<file path="config.mk">
export PLATFORM = sky130hd
export DESIGN_NAME = game_state_fsm_flat
export DESIGN_NICKNAME = d
export VERILOG_FILES = /design/src/rtl/game_state_fsm_if.sv /design/src/rtl/game_state_fsm.sv /design/src/flat_wrapper.sv
export SDC_FILE = /design/constraint.sdc
export NUM_CORES = 1
export LEC_CHECK = 0
export CAP_MARGIN = 20
export CORE_ASPECT_RATIO = 2
export CORE_UTILIZATION = 45
export CTS_CLUSTER_DIAMETER = 40
export DETAILED_ROUTE_END_ITERATION = 8
export PLACE_DENSITY = 0.71
export SYNTH_ARGS = -nofsm -noshare
export SYNTH_HDL_FRONTEND = slang
export SYNTH_SLANG_ARGS = --single-unit
</file>
<file path="constraint.sdc">
create_clock -name Clk -period 2.36 [get_ports Clk]
set_clock_uncertainty 0.2 [all_clocks]
set_input_delay 0.472 -clock Clk [delete_from_list [all_inputs] [get_ports Clk]]
set_output_delay 0.472 -clock Clk [all_outputs]
set_load 0.02 [all_outputs]
</file>
<file path="src/rtl/game_state_fsm_if.sv">
// Signal bundle between the game sequencer and the rest of the game top level:
// frame strobe, keyboard and collision flags in; revive/play gating and HEX data out.
interface game_state_fsm_if;
    logic       frame_clk;
    logic [7:0] keycode;
    logic       gameover;
    logic       gamewin;
    logic       revive;
    logic       play_en;
    logic [1:0] game_state;
    logic [7:0] elapsed_sec;

    modport master (
        output frame_clk, keycode, gameover, gamewin,
        input  revive, play_en, game_state, elapsed_sec
    );

    modport slave (
        input  frame_clk, keycode, gameover, gamewin,
        output revive, play_en, game_state, elapsed_sec
    );
endinterface

</file>
<file path="src/rtl/game_state_fsm.sv">
// Game sequencer: TITLE/PLAY/OVER/WIN control, revive pulse and per-level seconds timer.
// Build option: define FSM_AUTO_RESTART_EN to restart from OVER without a key once the dwell completes.
module game_state_fsm #(
    parameter int         FRAMES_PER_SEC = 60,
    parameter logic [7:0] START_KEY      = 8'h28,
    parameter int         RESTART_FRAMES = 120
) (
    input  logic            Clk,
    input  logic            Reset_n,
    game_state_fsm_if.slave gs
);
    localparam int FC_W = (FRAMES_PER_SEC > 1) ? $clog2(FRAMES_PER_SEC) : 1;
    localparam int DW_W = (RESTART_FRAMES > 0) ? $clog2(RESTART_FRAMES + 1) : 1;
    localparam logic [FC_W-1:0] FC_LAST = FC_W'(FRAMES_PER_SEC - 1);
    localparam logic [DW_W-1:0] DW_DONE = DW_W'(RESTART_FRAMES);

    typedef enum logic [1:0] {
        TITLE = 2'b00,
        PLAY  = 2'b01,
        OVER  = 2'b10,
        WIN   = 2'b11
    } state_t;

    state_t          state, state_next;
    logic            sync_p0, sync_p1, sync_p2, tick_p3;
    logic [7:0]      key_prev;
    logic            start_press;
    logic            restart;
    logic            dwell_done;
    logic [FC_W-1:0] frame_cnt, frame_cnt_next;
    logic [7:0]      sec_cnt, sec_cnt_next;
    logic [DW_W-1:0] dwell_cnt, dwell_cnt_next;
    logic            revive_q, revive_next;
    logic            play_en_q;

    function automatic logic [7:0] sat_inc_sec(input logic [7:0] v);
        return (v == 8'hFF) ? v : v + 8'd1;
    endfunction

    function automatic logic [DW_W-1:0] sat_inc_dwell(input logic [DW_W-1:0] v);
        return (v == DW_DONE) ? v : v + 1'b1;
    endfunction

    // Stage p0..p2: frame strobe synchroniser; p3: registered one-Clk rising-edge tick
    always_ff @(posedge Clk or negedge Reset_n) begin
        if (!Reset_n) begin
            sync_p0  <= 1'b0;
            sync_p1  <= 1'b0;
            sync_p2  <= 1'b0;
            tick_p3  <= 1'b0;
            key_prev <= 8'h00;
        end else begin
            sync_p0  <= gs.frame_clk;
            sync_p1  <= sync_p0;
            sync_p2  <= sync_p1;
            tick_p3  <= sync_p1 & ~sync_p2;
            key_prev <= gs.keycode;
        end
    end

    assign start_press = (gs.keycode == START_KEY) && (key_prev != START_KEY);
    assign dwell_done  = (dwell_cnt == DW_DONE);

    always_comb begin
        state_next     = state;
        revive_next    = 1'b0;
        restart        = 1'b0;
        frame_cnt_next = frame_cnt;
        sec_cnt_next   = sec_cnt;
        dwell_cnt_next = dwell_cnt;
        unique case (state)
            TITLE: restart = start_press;
            PLAY: begin
                if (tick_p3) begin
                    if (frame_cnt == FC_LAST) begin
                        frame_cnt_next = '0;
                        sec_cnt_next   = sat_inc_sec(sec_cnt);
                    end else begin
                        frame_cnt_next = frame_cnt + 1'b1;
                    end
                end
                // A death outranks a simultaneous win
                if (gs.gameover) begin
                    state_next     = OVER;
                    dwell_cnt_next = '0;
                end else if (gs.gamewin) begin
                    state_next     = WIN;
                    dwell_cnt_next = '0;
                end
            end
            OVER: begin
`ifdef FSM_AUTO_RESTART_EN
                restart = dwell_done;
`else
                restart = dwell_done && start_press;
`endif
            end
            WIN: restart = dwell_done && start_press;
            default: ;
        endcase

        if (restart) begin
            state_next     = PLAY;
            revive_next    = 1'b1;
            frame_cnt_next = '0;
            sec_cnt_next   = 8'h00;
        end else if (((state == OVER) || (state == WIN)) && tick_p3) begin
            dwell_cnt_next = sat_inc_dwell(dwell_cnt);
        end
    end

    always_ff @(posedge Clk or negedge Reset_n) begin
        if (!Reset_n) begin
            state     <= TITLE;
            frame_cnt <= '0;
            sec_cnt   <= 8'h00;
            dwell_cnt <= '0;
            revive_q  <= 1'b0;
            play_en_q <= 1'b0;
        end else begin
            state     <= state_next;
            frame_cnt <= frame_cnt_next;
            sec_cnt   <= sec_cnt_next;
            dwell_cnt <= dwell_cnt_next;
            revive_q  <= revive_next;
            play_en_q <= (state_next == PLAY);
        end
    end

    assign gs.game_state  = state;
    assign gs.revive      = revive_q;
    assign gs.play_en     = play_en_q;
    assign gs.elapsed_sec = sec_cnt;
endmodule

</file>
<file path="src/flat_wrapper.sv">
// flat-port wrapper written by rule: the top's interface ports become plain ports
module game_state_fsm_flat 
#(
    parameter int         FRAMES_PER_SEC = 60,
    parameter logic [7:0] START_KEY      = 8'h28,
    parameter int         RESTART_FRAMES = 120
)
  (Clk, Reset_n, gs_frame_clk, gs_keycode, gs_gameover, gs_gamewin, gs_revive, gs_play_en, gs_game_state, gs_elapsed_sec);
  game_state_fsm_if gs_i ();
  input  logic Clk;
  input  logic Reset_n;
  input wire logic [$bits(gs_i.frame_clk)-1:0] gs_frame_clk;
  input wire logic [$bits(gs_i.keycode)-1:0] gs_keycode;
  input wire logic [$bits(gs_i.gameover)-1:0] gs_gameover;
  input wire logic [$bits(gs_i.gamewin)-1:0] gs_gamewin;
  output wire logic [$bits(gs_i.revive)-1:0] gs_revive;
  output wire logic [$bits(gs_i.play_en)-1:0] gs_play_en;
  output wire logic [$bits(gs_i.game_state)-1:0] gs_game_state;
  output wire logic [$bits(gs_i.elapsed_sec)-1:0] gs_elapsed_sec;
  assign gs_i.frame_clk = gs_frame_clk;
  assign gs_i.keycode = gs_keycode;
  assign gs_i.gameover = gs_gameover;
  assign gs_i.gamewin = gs_gamewin;
  assign gs_revive = gs_i.revive;
  assign gs_play_en = gs_i.play_en;
  assign gs_game_state = gs_i.game_state;
  assign gs_elapsed_sec = gs_i.elapsed_sec;
  game_state_fsm #(.FRAMES_PER_SEC(FRAMES_PER_SEC), .START_KEY(START_KEY), .RESTART_FRAMES(RESTART_FRAMES)) u_core (.Clk(Clk), .Reset_n(Reset_n), .gs(gs_i));
endmodule
</file>
Word level (Yosys, flattened, before mapping)
Cells that the tools add are included.
{ "op_classes": {"n_addsub": 3, "mux": 21, "n_eq_ne": 11, "bitwise_logic": 2, "n_reduce_logical": 11} }
{ "op_table": {"columns": ["operator", "n"], "rows": [
  ["2-to-1 mux 7 bit", 6],
  ["2-to-1 mux 8 bit", 5],
  ["2-to-1 mux 6 bit", 4],
  ["adder 8 x 1 -> 8 bit (second input constant)", 1],
  ["== test 8 x 6 -> 1 bit (second input constant)", 1],
  ["== test 8 bit (second input constant)", 1],
  ["2-to-1 mux 2 bit", 4],
  ["!= test 8 x 6 -> 1 bit (second input constant)", 1],
  ["adder 7 x 1 -> 7 bit (second input constant)", 1],
  ["== test 7 bit (second input constant)", 1],
  ["adder 6 x 1 -> 6 bit (second input constant)", 1],
  ["== test 6 bit (second input constant)", 1],
  ["nonzero test 2 bit", 3],
  ["== test 2 x 1 -> 1 bit (second input constant)", 2],
  ["== test 2 bit (second input constant)", 2],
  ["AND reduction 4 bit", 1],
  ["logical AND 1 bit", 3],
  ["!= test 3 x 2 -> 1 bit (second input constant)", 1],
  ["logical NOT 2 bit", 1],
  ["!= test 2 x 1 -> 1 bit (second input constant)", 1],
  ["one-hot mux 1 bit (2 select lines)", 1],
  ["AND reduction 2 bit", 1],
  ["OR reduction 2 bit", 1],
  ["bitwise AND 1 bit", 1],
  ["other kinds (3)", 3]
]} }
{ "word_totals": {"input_bits": 13, "out_inout_bits": 12, "wordCells": 59, "reg_bits": 37} }

Logic depth before layout (Yosys ltp)
Gate-level depths: netlist of run 1.
{ "depth": {"ltp_word": 6, "mapped_depth": 6, "depth_no_buf": 5} }

Least setup slack after synthesis of run 1
Ideal clock, no wire load.
{ "synth_timing": {"path_type": "input to register", "from": "input port gs_keycode[2]", "to": "register u_core.sec_cnt[5], in the netlist u_core.gs.elapsed_sec[5]", "t_required_ps": 2030, "n_path_buf": 1, "setup_time_ps": 130, "setup_slack_ps": 504, "cell_stages": 5, "t_arrival_ps": 1526, "cell_sequence": "nor4bb_1 -> o21ai_2 -> a211oi_2 -> buf_6 -> a21oi_1"} }
{ "synth_between": {"elab_chain_len": 6, "elab_cells_between_ends": 10, "cone_classes": "eq/ne (2); mux (2); reduce/logical (6)"} }
{ "synth_rtl": {"columns": ["element", "line_no", "source"], "rows": [
  ["start: declaration", "flat_wrapper.sv:13", "input wire logic [$bits(gs_i.keycode)-1:0] gs_keycode;"],
  ["== test 8 x 6 -> 1 bit *", "game_state_fsm.sv:61", "assign start_press = (gs.keycode == START_KEY) && (key_prev != START_KEY);"],
  ["logical AND 1 bit *", "game_state_fsm.sv:61", null],
  ["logical AND 1 bit", "game_state_fsm.sv:95, game_state_fsm.sv:98", null],
  ["one-hot mux 1 bit (2 select lines) *", "game_state_fsm.sv:71", "unique case (state)"],
  ["!= test 2 x 1 -> 1 bit (no line) / nonzero test 2 bit (equally long branches)", null, null],
  ["AND reduction 4 bit (no line)", null, null],
  ["end signal: assignment", "game_state_fsm.sv:123", "sec_cnt <= sec_cnt_next;"],
  ["end: declaration", "game_state_fsm.sv:31", "logic [7:0] sec_cnt, sec_cnt_next;"]
]} }
Every way passes the cells marked *; elsewhere a longest branch is shown, timed or not.
A chain may end at the register's enable or synchronous reset.

Worst setup path after layout of run 1
{ "layout_timing": {"from": "register u_core.state[1], in the netlist u_core.gs.game_state[1]", "to": "output port gs_game_state[1]"} }
{ "layout_lines": {"columns": ["element", "line_no", "source"], "rows": [
  ["start: declaration", "game_state_fsm.sv:24", "state_t state, state_next;"],
  ["start signal: assignment", "game_state_fsm.sv:121", "state <= state_next;"],
  ["end: declaration", "flat_wrapper.sv:18", "output wire logic [$bits(gs_i.game_state)-1:0] gs_game_state;"]
]} }
No word-level cell between the ends.

==> results.md, run 1 <==
| Parameter | Reported | Unit |
|---|---|---|
| Leakage dissipation | 0.9199 | nW |
| Post-layout nets | 204 | - |
| Core Region | 3646 | µm² |
| Count of buffers inserted at the top-level ports | 24 | - |
| Number of clock buffers inserted by TritonCTS | 5 | - |
| First-pass GRT wire length | 5858 | µm |
| Count of H-tree levels built during CTS | 2 | - |
| Launch point of the worst path | u_core.gs.game_state[1]$_DFF_PN0_ | - |
| Fraction of the cycle the final worst path needs | 90.20 | % |
| Maximum VDD drop | 0.3778 | mV |
| Register bit total from synthesis | 37 | - |
| Seq. cell area | 925.9 | µm² |
| Max Clk Rate | 0.4698 | GHz |
| Total of fill cells in the finished design | 345 | - |
| Die outline width | 45.64 | µm |
| Proportion of layout cells with a drive suffix above 1 | 9.574 | % |
| Biggest fanout along the worst timing path | 10 | - |
| Synthesized netlist net count | 175 | - |
| PD cells | 687.8 | nW/µm² |
| Startpoint type of the worst setup path | flip-flop | - |
| Critical path arrival | 1460 | ps |
| Number of setup buffers added after CTS | 0 | - |
| Sequential fraction of the synthesis area | 54.01 | % |
| Detailed Place HPWL | 2601 | µm |
| Dominant delay contributor by cell family on the critical path | buffers and inverters | - |
| Global route total overflow | 0 | - |
| Total number of clock tree sinks | 37 | - |
| Count of antenna diodes in the layout | 0 | - |
| Startpoint of the worst register-to-register path | u_core.frame_cnt[0]$_DFFE_PN0P_ | - |
| Number of global-route vias before repair | 1347 | - |
| Per-instance average area after synthesis | 10.85 | µm² |
| Violation count after the first detailed-routing iteration | 27 | - |
| Root Buffer Master | sky130_fd_sc_hd__clkbuf_8 | - |
| Number of unique standard cell types used by synthesis | 46 | - |
| Commonest non-fill, non-tap cell in the layout | sky130_fd_sc_hd__dfrtp_1 | - |
| Max clock buf depth | 2 | - |
| Endpoint class of the critical path | output pin | - |
| Die area | 4075 | µm² |
| Setup TNS | 0 | ps |
| RSZ-0062 raised after global routing | no | - |
| Number of gates resized after cts | 0 | - |
| Required time of the worst setup path | 1690 | ps |
| Critical path's largest stage delay | 660 | ps |
| TritonCTS clock tree | yes | - |
| Setup-violating endpoint count in the final report | 0 | - |
| Worst min-delay path category | flip-flop to flip-flop | - |
| Worst-path cell with the longest stage delay | sky130_fd_sc_hd__clkdlybuf4s50_1 | - |
| Placer Congestion | 0.7978 | - |
| Number of maximum-capacitance violations | 0 | - |
| Post-detailed-route DRC marker count | 0 | - |
| Pins over their slew limit | 0 | - |
| Shortest period the worst path allows | 2129 | ps |
| Final core utilization | 58.10 | % |
| Register-to-register setup slack | 290 | ps |
| Insertion delay of the later-clocked pin in the worst-skew pair | 290 | ps |
| Maximum number of pins on one net before global-route repair | 38 | - |
| EDFF count, synth | 0 | - |
| Total via count in the routed design | 1358 | - |
| Synth warnings | 0 | - |
| Type of the worst setup path | flip-flop to output pin | - |
| Initial DRT Pass Iterations | 4 | - |
| Slew margin rel. | 67.63 | % |
| Commonest register cell after synthesis | sky130_fd_sc_hd__dfrtp_1 | - |
| Average detailed-routed wire length per instance | 14.92 | µm |
| Overall fraction of global-route tracks in use | 20.29 | % |
| Number of core rows | 31 | - |
| Starting density of the core | 47.01 | % |
| Wirelength, routed | 3535 | µm |
| Number of top-level design ports | 25 | - |
| Total power | 1.457 | mW |
| Actual transition at the worst max-transition pin | 482.3 | ps |
| DRT antenna net count | 0 | - |
| Clock-pin transition on the worst setup and hold timing paths | 70 | ps |
| Leading cell types in the layout, fill and taps excluded | sky130_fd_sc_hd__dfrtp_1, sky130_fd_sc_hd__clkdlybuf4s50_1, sky130_fd_sc_hd__a21oi_1 | - |
| DIE HEIGHT | 89.28 | µm |
| Share of synthesized flip-flops with an asynchronous set or reset | 100.0 | % |
| Run status | finished, final reports clean | - |
| Cts-stage hold buffer count | 0 | - |
| Final Hold Vio Count | 0 | - |
| Area of the multi-input gates | 721.9 | µm² |
| Cell-by-cell listing of the critical path | clkdlybuf4s50_1 | - |
| Drt via density | 5.730 | - |
| Total standard cell area after synthesis | 1714 | µm² |
| Sum of buffers and inverters on the critical path | 1 | - |
| Gate count after technology mapping | 158 | - |
| Beginning of the worst hold path | u_core.sync_p0$_DFF_PN0_ | - |
| Initial antenna violation count | 0 | - |
| Area growth syn-to-layout | 23.58 | % |
[report_power, final]
| part | leakage [nW] | internal, mW | switching, mW | total [mW] |
|---|---|---|---|---|
| Combinational | 0.466 | 0.0675 | 0.0846 | 0.152 |
| Clock | 0.0574 | 0.343 | 0.221 | 0.565 |
| Sequential | 0.397 | 0.685 | 0.0551 | 0.740 |
[cells by family after synthesis]
kind of cell	after synthesis	synth area share, %
multiplexers	2	1.168
AO/OA/AOI/OAI	47	18.32
XOR/XNOR	1	0.5110
adder cells (fa/ha/maj)	4	2.920
AND/OR/NAND/NOR	54	19.20
flip-flops	37	54.01
buffers and inverters	13	3.868
[stage by stage]
step,std cells,hold slack [ps],instance area [µm²],worst slack [ps]
global route,237,163.4,2118,178.3
floorplan,158,-23.59,1714,504.0
detailed placement,229,143.4,1998,73.28
global placement,229,136.5,1998,40.02
CTS,237,160.4,2118,228.1
finish,237,158.2,2118,231.3
[sequential cells by signal, summed over array words and instances (netlist names)]
register,count
u_core.frame_cnt,6
u_core.sync_p0,1
u_core.dwell_cnt,7
u_core.gs.play_en,1
u_core.gs.game_state,2
u_core.key_prev,8
u_core.sync_p1,1
u_core.gs.revive,1
u_core.gs.elapsed_sec,8
u_core.tick_p3,1
u_core.sync_p2,1
[cell type report]
| class | instances | share of cell area [%] |
|---|---|---|
| sequential | 37 | 43.71 |
| multi-input combinational | 108 | 34.08 |
| timing repair buffer | 26 | 12.05 |
| clock buffer | 6 | 3.898 |
| tap | 49 | 2.894 |
| clock inverter | 2 | 1.772 |
| inverter | 9 | 1.595 |
[metal layers]
metal / track usage, % / part of all wire, % / routed length (µm) / vias to the layer above
met3: 4.242 / 2.9 / 104 / 5
met5: 0 / 0 / 0 / -
met2: 37.53 / 56 / 1977 / 29
met4: 9.917 / 2.0 / 71 / 0
met1: 20.11 / 39 / 1381 / 677
li1: - / - / - / 647
[synth_stat cells (2+ instances only)]
cell,instances,area [µm²]
sky130_fd_sc_hd__a41o_1,2,20.02
sky130_fd_sc_hd__nor2_1,4,15.01
sky130_fd_sc_hd__a21oi_1,13,65.06
sky130_fd_sc_hd__o22ai_1,2,12.51
sky130_fd_sc_hd__o31ai_1,3,22.52
sky130_fd_sc_hd__a31oi_1,2,12.51
sky130_fd_sc_hd__dfrtp_1,37,925.9
sky130_fd_sc_hd__or4_1,4,30.03
sky130_fd_sc_hd__nand2_1,9,33.78
sky130_fd_sc_hd__or4b_1,3,30.03
sky130_fd_sc_hd__or3_1,4,25.02
sky130_fd_sc_hd__mux2i_1,2,20.02
sky130_fd_sc_hd__nor3_1,3,15.01
sky130_fd_sc_hd__o21ai_0,12,60.06
sky130_fd_sc_hd__inv_1,9,33.78
sky130_fd_sc_hd__and4b_2,2,22.52
sky130_fd_sc_hd__buf_2,2,10.01
sky130_fd_sc_hd__buf_6,2,22.52
sky130_fd_sc_hd__a211oi_1,2,15.01
sky130_fd_sc_hd__ha_1,4,50.05
sky130_fd_sc_hd__nand3_1,12,60.06
[final timing paths]
check,endpoint,cells after the start
setup / recovery,gs_game_state[1],1
hold / removal,u_core.sync_p1$_DFF_PN0_,0
setup reg to reg,u_core.gs.elapsed_sec[5]$_DFFE_PN0P_,5
hold reg to reg,u_core.sync_p1$_DFF_PN0_,0
max in group asynchronous,u_core.dwell_cnt[2]$_DFFE_PN0P_,2
min in group asynchronous,u_core.key_prev[2]$_DFF_PN0_,2
Note: power is estimated with default switching activity, not from simulation.
==> run 2, diff against run 1 <==
CORE_MARGIN = 10   (was not set)
DONT_BUFFER_PORTS = 1   (was not set)
PLACE_DENSITY = 0.63   (was 0.71)
==> run 2 against run 1 <==
Net effect: via count is 5.1% lower; critical path depth is 4 higher; global-route usage is 9.0 points lower.
==> results.md, run 2 (synthesis gave the netlist of run 1 again) <==
| Parameter | Reported | Unit |
|---|---|---|
| Type of the worst setup path | flip-flop to flip-flop | - |
| Maximum VDD drop | 0.5113 | mV |
| Placer Congestion | 0.7679 | - |
| Actual transition at the worst max-transition pin | 539.5 | ps |
| Global route total overflow | 0 | - |
| Sw frac | 25.70 | % |
| Beginning of the worst hold path | u_core.sync_p0$_DFF_PN0_ | - |
| Average detailed-routed wire length per instance | 16.39 | µm |
| Fraction of the cycle the final worst path needs | 86.89 | % |
| Root Buffer Master | sky130_fd_sc_hd__clkbuf_8 | - |
| Biggest fanout along the worst timing path | 14 | - |
| GR Util met2 | 21.32 | % |
| Startpoint type of the worst setup path | flip-flop | - |
| First-pass GRT wire length | 6306 | µm |
| Busiest layer in global routing | met2 | - |
| Core Region | 3646 | µm² |
| Violation count after the first detailed-routing iteration | 41 | - |
| Leading cell types in the layout, fill and taps excluded | sky130_fd_sc_hd__dfrtp_1, sky130_fd_sc_hd__a21oi_1, sky130_fd_sc_hd__o21ai_0, sky130_fd_sc_hd__nand3_1, sky130_fd_sc_hd__dlygate4sd3_1 | - |
| Worst min-delay path category | flip-flop to flip-flop | - |
| Leakage dissipation | 0.8693 | nW |
| Number of maximum-capacitance violations | 0 | - |
| Count of H-tree levels built during CTS | 2 | - |
| Setup-violating endpoint count in the final report | 0 | - |
| Startpoint of the worst register-to-register path | u_core.frame_cnt[0]$_DFFE_PN0P_ | - |
| Total via count in the routed design | 1289 | - |
| Met1 GRT Util | 10.38 | % |
| Seq. cell area | 925.9 | µm² |
| Setup TNS | 0 | ps |
| Cell-by-cell listing of the critical path | ha_1 > and4b_2 > o211ai_4 > or4_1 > a21oi_1 | - |
| Starting density of the core | 47.01 | % |
| Number of global-route vias before repair | 1334 | - |
| Cells after DPL | 205 | - |
| Maximum number of pins on one net before global-route repair | 38 | - |
| Drt via density | 5.754 | - |
| Run status | finished, final reports clean | - |
| RSZ-0062 raised after global routing | no | - |
| Total number of clock tree sinks | 37 | - |
| Sequential Power Share | 51.7 | % |
| Launch point of the worst path | u_core.frame_cnt[0]$_DFFE_PN0P_ | - |
| Final Hold Vio Count | 0 | - |
| Critical path's largest stage delay | 500 | ps |
| Number of setup buffers added after CTS | 0 | - |
| Wirelength, routed | 3672 | µm |
| Combinational cell fraction of total power | 10.0 | % |
| Endpoint class of the critical path | flip-flop | - |
| DRT antenna net count | 0 | - |
| Post-detailed-route DRC marker count | 0 | - |
| Met3 track demand over resource | 3.858 | % |
| Initial DRT Pass Iterations | 5 | - |
| Sum of buffers and inverters on the critical path | 0 | - |
| Commonest non-fill, non-tap cell in the layout | sky130_fd_sc_hd__dfrtp_1 | - |
| Slew margin rel. | 63.79 | % |
| Clock-pin transition on the worst setup and hold timing paths | 80 | ps |
| Cell Int Power | 1.064 | mW |
| Overall fraction of global-route tracks in use | 11.29 | % |
| Count of antenna diodes in the layout | 0 | - |
| Net switching component of the power | 367.9 | µW |
| Critical path arrival | 2070 | ps |
| Worst-path cell with the longest stage delay | sky130_fd_sc_hd__or4_1 | - |
| Post-layout nets | 191 | - |
| Total of fill cells in the finished design | 342 | - |
| Number of top-level design ports | 25 | - |
| Max Clk Rate | 0.4877 | GHz |
| Initial antenna violation count | 0 | - |
| Die outline width | 63.64 | µm |
| PD cells | 718.2 | nW/µm² |
| Insertion delay of the later-clocked pin in the worst-skew pair | 290 | ps |
| Dominant delay contributor by cell family on the critical path | simple AND/OR/NAND/NOR gates | - |
| Number of standard cells in the final layout excluding fillers | 224 | - |
| Area growth syn-to-layout | 16.28 | % |
| Proportion of power drawn by the clock network | 38.3 | % |
| Proportion of layout cells with a drive suffix above 1 | 10.86 | % |
| Shortest period the worst path allows | 2051 | ps |
| Die area | 6827 | µm² |
| Detailed Place HPWL | 2705 | µm |
| Pins over their slew limit | 0 | - |
| Max clock buf depth | 2 | - |
| Required time of the worst setup path | 2380 | ps |
| Number of clock buffers inserted by TritonCTS | 5 | - |
| Number of core rows | 31 | - |
| DIE HEIGHT | 107.3 | µm |
| TritonCTS clock tree | yes | - |
| Count of buffers inserted at the top-level ports | 0 | - |
| Area of the multi-input gates | 721.9 | µm² |
[run 2: cell count changes in the layout (fill, tap and decap cells not counted), sizes merged]
cell	change
clkinv	+1
dlygate4sd3	+10
clkbuf	-1
buf	+1
clkdlybuf4s50	-24
[run 2: stage by stage]
step	util (%)	area (µm²)	worst slack (ps)	power, mW	hold WS (ps)
5_1_grt	54.67	1993	187.7	1.506	161.4
3_3_place_gp	48.22	1758	365.4	0.8561	-22.34
6_report	54.67	1993	309.4	1.432	152.9
2_1_floorplan	-	1714	504.0	0.8350	-23.59
4_1_cts	54.67	1993	304.5	1.449	155.4
3_5_place_dp	48.22	1758	320.3	0.8690	-22.33
[run 2: path summary, 6_finish.rpt]
| path | slack (ps) | cells past startpoint | to |
|---|---|---|---|
| max in group asynchronous | 1340 | 2 | u_core.dwell_cnt[1]$_DFFE_PN0P_ |
| setup / recovery | 310 | 5 | u_core.gs.elapsed_sec[7]$_DFFE_PN0P_ |
| setup reg to reg | 310 | 5 | u_core.gs.elapsed_sec[7]$_DFFE_PN0P_ |
| min in group asynchronous | 420 | 2 | u_core.key_prev[2]$_DFF_PN0_ |
| hold / removal | 150 | 0 | u_core.sync_p1$_DFF_PN0_ |
| hold reg to reg | 150 | 0 | u_core.sync_p1$_DFF_PN0_ |
[run 2: what timing repair did]
action,4_1_cts,5_1_grt
hold buffers,11,0
resized for setup,0,0
hold endpoints to repair,46,0
[run 2: metal layers]
layer  vias to the layer above  part of all wire, %
met5                         -                    0
met4                         0                  1.9
met3                         6                  6.2
met2                        23                   55
met1                       636                   36
li1                        624                    -
[run 2: layout make-up]
class / count / share of cell area (%)
clock buffer: 5 / 3.453
clock inverter: 3 / 2.323
inverter: 9 / 1.695
multi-input combinational: 108 / 36.22
sequential: 37 / 46.45
tap: 49 / 3.076
timing repair buffer: 13 / 6.780
[run 2: power groups by stage]
stage / clock [mW] / combinational (mW) / sequential (mW)
floorplan: 0 / 0.108 / 0.727
global placement: 0 / 0.107 / 0.749
detailed placement: 0 / 0.115 / 0.754
CTS: 0.563 / 0.146 / 0.741
global route: 0.592 / 0.164 / 0.751
finish: 0.549 / 0.143 / 0.740
==> run 3, diff against run 2 <==
PLACE_DENSITY = 0.69   (was 0.63)
==> run 3 against run 2 <==
Net effect: maximum frequency shrank 0.67%; register-to-register slack is essentially flat; power shrank 9.1%; sequential power is essentially flat; routed wire length shrank 0.19%; first-iteration DRC count grew 56%; design area shrank 1.6%; worst setup slack lost 14 ps; cell count is the same; utilization shrank 0.89 points; hold slack lost 0.81 ps; sequential cell count is the same.
==> results.md, run 3 (synthesis gave the netlist of run 1 again) <==
| Parameter | Reported | Unit |
|---|---|---|
| Count of antenna diodes in the layout | 0 | - |
| Worst-path cell with the longest stage delay | sky130_fd_sc_hd__or4_1 | - |
| Total number of clock tree sinks | 37 | - |
| Average detailed-routed wire length per instance | 16.36 | µm |
| Proportion of layout cells with a drive suffix above 1 | 10.29 | % |
| Setup-violating endpoint count in the final report | 0 | - |
| Overall fraction of global-route tracks in use | 11.32 | % |
| Die area | 6827 | µm² |
| Number of core rows | 31 | - |
| Total of fill cells in the finished design | 341 | - |
| Worst min-delay path category | flip-flop to flip-flop | - |
| Violation count after the first detailed-routing iteration | 64 | - |
| Area of the multi-input gates | 721.9 | µm² |
| Detailed Place HPWL | 2674 | µm |
| Critical path's largest stage delay | 500 | ps |
| Hold Path End | u_core.sync_p1$_DFF_PN0_ | - |
| Actual transition at the worst max-transition pin | 493.7 | ps |
| Total power | 1.301 | mW |
| Number of setup buffers added after CTS | 0 | - |
| Worst Hold Slack | 152.1 | ps |
| Critical R2R Capture | u_core.gs.elapsed_sec[5]$_DFFE_PN0P_ | - |
| Clock-pin transition on the worst setup and hold timing paths | 70 | ps |
| Sum of buffers and inverters on the critical path | 0 | - |
| Register-to-register setup slack | 300 | ps |
| Launch point of the worst path | u_core.frame_cnt[0]$_DFFE_PN0P_ | - |
| Cell-by-cell listing of the critical path | ha_1 > and4b_2 > o211ai_4 > or4_1 > a21oi_1 | - |
| Biggest fanout along the worst timing path | 14 | - |
| Required time of the worst setup path | 2370 | ps |
| Insertion delay of the later-clocked pin in the worst-skew pair | 280 | ps |
| Drt via density | 5.830 | - |
| Total via count in the routed design | 1306 | - |
| Number of cells traversed by the worst register-to-register path | 5 | - |
| Total number of cells along the worst setup path | 5 | - |
| Maximum number of pins on one net before global-route repair | 38 | - |
| Root Buffer Master | sky130_fd_sc_hd__clkbuf_8 | - |
| Max clock buf depth | 2 | - |
| TritonCTS clock tree | yes | - |
| First-pass GRT wire length | 6306 | µm |
| Run status | finished, final reports clean | - |
| Startpoint type of the worst setup path | flip-flop | - |
| Endpoint class of the critical path | flip-flop | - |
| Hold Path Cell Cnt | 0 | - |
| Commonest non-fill, non-tap cell in the layout | sky130_fd_sc_hd__dfrtp_1 | - |
| Fraction of the cycle the final worst path needs | 87.47 | % |
| Type of the worst setup path | flip-flop to flip-flop | - |
| Die outline width | 63.64 | µm |
| Pins over their slew limit | 0 | - |
| Max Clk Rate | 0.4844 | GHz |
| Number of top-level design ports | 25 | - |
| Count of H-tree levels built during CTS | 2 | - |
| Shortest period the worst path allows | 2064 | ps |
| Seq. cell area | 925.9 | µm² |
| Number of clock buffers inserted by TritonCTS | 5 | - |
| RSZ-0062 raised after global routing | no | - |
| PD cells | 663.6 | nW/µm² |
| Dominant delay contributor by cell family on the critical path | simple AND/OR/NAND/NOR gates | - |
| Leading cell types in the layout, fill and taps excluded | sky130_fd_sc_hd__dfrtp_1, sky130_fd_sc_hd__a21oi_1, sky130_fd_sc_hd__o21ai_0, sky130_fd_sc_hd__nand3_1, sky130_fd_sc_hd__dlygate4sd3_1 | - |
| DRT antenna net count | 0 | - |
| Maximum VDD drop | 0.5360 | mV |
| Core Region | 3646 | µm² |
| Fin worst setup slack | 295.6 | ps |
| Area growth syn-to-layout | 14.38 | % |
| Startpoint of the worst register-to-register path | u_core.frame_cnt[0]$_DFFE_PN0P_ | - |
| Post-layout nets | 191 | - |
| DIE HEIGHT | 107.3 | µm |
| Initial antenna violation count | 0 | - |
| Pre-CTS WS | 331.5 | ps |
| Initial DRT Pass Iterations | 4 | - |
| Slew margin rel. | 66.87 | % |
| Number of maximum-capacitance violations | 0 | - |
| Final Hold Vio Count | 0 | - |
| Count of buffers inserted at the top-level ports | 0 | - |
| Final core utilization | 53.77 | % |
| Placer Congestion | 0.7198 | - |
| Beginning of the worst hold path | u_core.sync_p0$_DFF_PN0_ | - |
| Starting density of the core | 47.01 | % |
| Global route total overflow | 0 | - |
| Number of global-route vias before repair | 1335 | - |
| Wirelength, routed | 3665 | µm |
| Leakage dissipation | 0.8599 | nW |
| Post-detailed-route DRC marker count | 0 | - |
| Setup TNS | 0 | ps |
| Number of gates resized after cts | 0 | - |
| Critical path arrival | 2070 | ps |
run 3: repair_timing:
action	4_1_cts	5_1_grt
hold buffers	2	9
hold endpoints to repair	37	9
setup endpoints to repair	0	0
run 3: worst max path at each step:
stage	slack [ps]	endpoint
after global placement	370	u_core.gs.elapsed_sec[5]$_DFFE_PN0P_
after CTS	300	u_core.gs.elapsed_sec[5]$_DFFE_PN0P_
after floorplan	500	u_core.gs.elapsed_sec[5]$_DFFE_PN0P_
final	300	u_core.gs.elapsed_sec[5]$_DFFE_PN0P_
after global routing	180	u_core.gs.elapsed_sec[5]$_DFFE_PN0P_
after detailed placement	330	u_core.gs.elapsed_sec[5]$_DFFE_PN0P_
run 3: per-stage QoR:
stage | area (µm²) | cells
final | 1961 | 224
after detailed placement | 1758 | 205
after global routing | 1961 | 224
after CTS | 1871 | 215
after floorplan | 1714 | 158
after global placement | 1758 | 205
run 3: metal layers:
layer | vias up | share of wire (%) | GRT usage, %
li1 | 622 | - | -
met1 | 641 | 35 | 10.66
met2 | 36 | 56 | 20.59
met3 | 7 | 6.9 | 3.962
met4 | 0 | 2.3 | 6.132
met5 | - | 0 | 0
run 3: layout make-up:
type	instances	area share [%]
tap	49	3.127
clock buffer	6	3.701
multi-input combinational	108	36.82
clock inverter	2	0.5105
timing repair buffer	13	6.892
inverter	9	1.723
sequential	37	47.22
run 3: where the power goes:
group / internal, mW / switching [mW]
Sequential: 0.685 / 0.0561
Combinational: 0.0631 / 0.0773
Clock: 0.205 / 0.215
